`config.mk`:
```
export PLATFORM = sky130hd
export DESIGN_NAME = pipo_load_arbiter
export DESIGN_NICKNAME = d
export VERILOG_FILES = /design/src/rtl/pipo_load_arbiter.sv
export SDC_FILE = /design/constraint.sdc
export NUM_CORES = 1
export LEC_CHECK = 0
export CAP_MARGIN = 20
export CELL_PAD_IN_SITES_DETAIL_PLACEMENT = 0
export CELL_PAD_IN_SITES_GLOBAL_PLACEMENT = 1
export CORE_UTILIZATION = 35
export CTS_CLUSTER_DIAMETER = 40
export DETAILED_ROUTE_END_ITERATION = 8
export PLACE_DENSITY = 0.8
export SYNTH_ARGS = -nofsm -noshare
export SYNTH_HDL_FRONTEND = slang
export SYNTH_SLANG_ARGS = --single-unit
export TNS_END_PERCENT = 30
```
`constraint.sdc`:
```
create_clock -name clock -period 4.8 [get_ports clock]
set_input_delay 0.96 -clock clock [delete_from_list [all_inputs] [get_ports clock]]
set_output_delay 0.96 -clock clock [all_outputs]
set_load 0.01 [all_outputs]
```
`src/rtl/pipo_load_arbiter.sv`:
```
// Round-robin arbiter that owns the load sequencing of a shared
// PIPO register and hands its word downstream with valid/ready.
//
// Ports:
//   clock, reset        rising-edge clock, synchronous active-high reset
//   req, req_data       per-requester level request and packed words
//   gnt                 registered one-cycle one-hot grant pulse
//   data_out, owner     held word and index of the requester it came from
//   out_valid, busy     word pending downstream (busy mirrors out_valid)
//   out_ready           downstream accept
//   grant_count         wrapping count of grants
module pipo_load_arbiter #(
  parameter int WIDTH   = 4,
  parameter int NUM_REQ = 4,
  parameter int IDW     = 2,
  parameter int CNTW    = 8
) (
  input  logic                     clock,
  input  logic                     reset,
  input  logic [NUM_REQ-1:0]       req,
  input  logic [NUM_REQ*WIDTH-1:0] req_data,
  output logic [NUM_REQ-1:0]       gnt,
  output logic [WIDTH-1:0]         data_out,
  output logic [IDW-1:0]           owner,
  output logic                     out_valid,
  input  logic                     out_ready,
  output logic                     busy,
  output logic [CNTW-1:0]          grant_count
);

  typedef enum logic {
    IDLE  = 1'b0,
    VALID = 1'b1
  } state_t;

  state_t               state_q;
  state_t               state_d;
  logic [IDW-1:0]       rr_q;
  logic                 win_hit;
  logic [IDW-1:0]       win_idx;
  logic [WIDTH-1:0]     win_data;
  logic [IDW-1:0]       rr_nxt;
  logic                 capture;
  logic [NUM_REQ-1:0]   gnt_d;
  int                   idx;

  // Search req starting at rr, wrapping; first hit wins.
  always_comb begin
    win_hit  = 1'b0;
    win_idx  = '0;
    win_data = '0;
    idx      = 0;
    for (int k = 0; k < NUM_REQ; k++) begin
      idx = int'(rr_q) + k;
      if (idx >= NUM_REQ) idx = idx - NUM_REQ;
      if (!win_hit && req[idx]) begin
        win_hit  = 1'b1;
        win_idx  = IDW'(idx);
        win_data = req_data[idx*WIDTH +: WIDTH];
      end
    end
  end

  assign rr_nxt = (int'(win_idx) == NUM_REQ - 1) ?
                  '0 : win_idx + IDW'(1);

  // State register
  always_ff @(posedge clock) begin
    if (reset) state_q <= IDLE;
    else       state_q <= state_d;
  end

  // Next-state logic
  always_comb begin
    state_d = state_q;
    unique case (state_q)
      IDLE:  if (win_hit)   state_d = VALID;
      VALID: if (out_ready) state_d = IDLE;
      default:              state_d = IDLE;
    endcase
  end

  // Output / load-control logic
  always_comb begin
    capture = (state_q == IDLE) && win_hit;
    gnt_d   = '0;
    for (int k = 0; k < NUM_REQ; k++)
      gnt_d[k] = capture && (int'(win_idx) == k);
  end

  assign out_valid = (state_q == VALID);
  assign busy      = out_valid;

  // Held register, grant pulse, pointer and counter
  always_ff @(posedge clock) begin
    if (reset) begin
      gnt         <= '0;
      data_out    <= '0;
      owner       <= '0;
      rr_q        <= '0;
      grant_count <= '0;
    end else begin
      gnt <= gnt_d;
      if (capture) begin
        data_out    <= win_data;
        owner       <= win_idx;
        rr_q        <= rr_nxt;
        grant_count <= grant_count + CNTW'(1);
      end
    end
  end

endmodule

```
==> flow_summary.yaml <==
status:
  outcome: "finished clean"
floorplan:
  ioPinCount: 43
  die_y_um: 75.0
  start_util: 0.365
  die_area_mm2: 0.00563
  rows: 26
  die_w_um: 75.0
  core_mm2: 0.00511
min_path:
  worstHoldStart: "grant_count[7]"
  min_path_type: "reg -> reg"
global_route:
  antenna_found_initial: 0
  grt_pass1_wl_um: 6830
  grt_max_degree: 34
  overflow: 0
  grt_pass1_vias: 1428
  grt_usage: 0.157
yosys:
  synth_seq_area_share: 0.225
  synth_seq_cells: 21
  synthArstFlopShare: 0
  synth_flop_cell: "dfxtp_1"
  yosys_warnings: 0
  syn_nets: 221
  ys_types: 50
  syn_avg_cell_area_um2: 9.82
  synth_edf_count: 0
  syn-cell-area_mm2: 0.00187
  netlist_instances: 190
clocking:
  cts_sinks: 21
  hold_buffers: 0
  cts_resized: 0
  htree_levels: 1
  cts_made_buffers: 3
  cts_root_buf: "clkbuf_8"
  clk_latency_ns: 0.26
  cts_tree: "built"
  post_cts_buffers: 0
  clk_pin_slew_ns: 0.08
  cts_max_path_buffers: 2
routing:
  drt-initial-drc-count: 144
  routed_wl_um: 4230
  drc: 0
  num_vias: 1610
  vias_per_cell: 5.49
  first_pass_iters: 4
  ant_nets: 0
  detail_route.wl_per_cell_um: 14.4
sta:
  setup_viol: 0
  tns_ns: 0
  period_minus_slack_ns: 3.13
  setup_slack_ns: 1.67
  hold_viol: 0
  finalCritPeriodShare: 0.651
  holdWs_ns: 0.488
  rsz0062_at_grt: "false"
  maxClockFrequency_mhz: 320
  slew_headroom: 0.537
  final.setup_skew_ns: 0.00533
  slew_violations: 0
  worst_pin_slew_ns: 0.692
power_and_ir_drop:
  seq_power_share: 0.222
  p_comb_frac: 0.665
  intPower_mw: 0.611
  p_switching_mw: 0.416
  leakagePower_nw: 0.787
  switching_share: 0.405
  p_clk_frac: 0.113
  ir_drop_mv: 0.176
  p_per_area_mw_per_mm2: 441
placement:
  place.gp.congestion: 0.853
  placed_area_mm2: 0.00228
  port_buffers: 42
  hpwlAfterDp_um: 3160
  dp_slack_ns: 1.40
  dp.cells: 289
layout:
  fin_cells: 293
  layout_common_cells: "clkdlybuf4s50_1 (42), dfxtp_1 (21), mux2i_1 (18), a21oi_1 (11), mux4_2 (11)"
  fin_nets: 255
  areaGrowthSynthToFinish_pct: 24.9
  drive_above_1_share: 0.139
  mostFrequentLayoutCell: "clkdlybuf4s50_1"
  num_antenna_cells: 0
  design_area_mm2: 0.00233
setup_path:
  critPathMaxStageDelay_ns: 0.67
  critPathTopFamily: "multiplexers"
  timing.critical_path.from_type: "input pin"
  crit_buf_inv: 1
  cp_slowest_cell: "mux4_2"
  crit_path_end_kind: "register"
  critPathMaxFanout: 14
  reg2reg_from: "rr_q[0]"
  crit_chain: "clkdlybuf4s50_1 > mux4_2 > nand2b_1 > a21o_1 > o21ai_0 > ha_1 > nand2_1 > a21oi_1"
  crit_required_ns: 4.92
  worstSetupStartpoint: "req[2]"
  path_class: "in -> reg"
  cp.arrival_ns: 3.24
flow_run:
  drv_cap: 0
==> cell type report <==
type	count	area [µm²]
inverters	5	18.8
multi-input cells	148	1320
fillers	511	2780
repair buffers	45	443
clock buffers	4	45.0
flip-flops and latches	21	420
well taps	70	87.6
==> metrics by stage <==
stage / util / power [mW]
2_1_floorplan: - / 0.761
4_1_cts: 0.456 / 1.04
3_5_place_dp: 0.447 / 0.917
3_3_place_gp: 0.447 / 0.913
5_1_grt: 0.456 / 1.11
6_report: 0.456 / 1.03
==> power by group through the flow <==
stage          Sequential (mW)  Clock (mW)  Combinational, mW
2_1_floorplan            0.245           0              0.516
3_3_place_gp             0.232           0              0.681
3_5_place_dp             0.232           0              0.684
4_1_cts                  0.228       0.120              0.689
5_1_grt                  0.232       0.126              0.751
6_report                 0.228       0.116              0.683
==> final timing paths <==
check | end | slack (ns) | cells after the start
min | grant_count[7] | 0.49 | 2
min reg2reg | grant_count[7] | 0.49 | 2
max | rr_q[1] | 1.67 | 8
max reg2reg | rr_q[1] | 1.77 | 10
==> Yosys cell counts, drive strengths merged, types with 4 or more instances <==
cell | instances | area [µm²]
a21oi | 12 | 63.8
dfxtp | 21 | 420
nor2 | 11 | 43.8
nand3 | 5 | 25.0
mux2i | 18 | 180
mux2 | 4 | 45.0
a221oi | 4 | 35.0
nand2 | 7 | 26.3
ha | 8 | 100
o21ai | 7 | 35.0
o22ai | 4 | 25.0
nand2b | 4 | 25.0
and2 | 5 | 31.3
o221ai | 4 | 35.0
o21bai | 5 | 37.5
a31oi | 5 | 31.3
inv | 5 | 18.8
buf | 13 | 98.8
mux4 | 12 | 274
==> kinds of logic after synthesis <==
family | Yosys count | share of synthesized area
compound gates | 52 | 0.202
xor+xnor | 3 | 0.0141
fa+ha+maj | 8 | 0.0537
buf+inv | 21 | 0.0697
flops | 21 | 0.225
mux | 34 | 0.268
simple gates | 51 | 0.168
==> registers in the layout, summed over array words and instances, names as in the netlist <==
name / count
grant_count: 8
data_out: 4
gnt: 4
owner: 2
rr_q: 2
busy: 1
==> layer usage <==
metal	vias to the layer above	track usage	part of all wire
met3	4	0.0281	0.033
met1	789	0.230	0.50
met4	0	0.0314	0.0071
met2	24	0.240	0.46
met5	-	0	0
li1	793	-	-
==> tightest hold or removal path, stage by stage (launching register included) <==
cell     delay [ns]
dfxtp_1        0.33
o31ai_1        0.06
a21oi_1        0.05
Note: power is estimated with default switching activity, not from simulation.
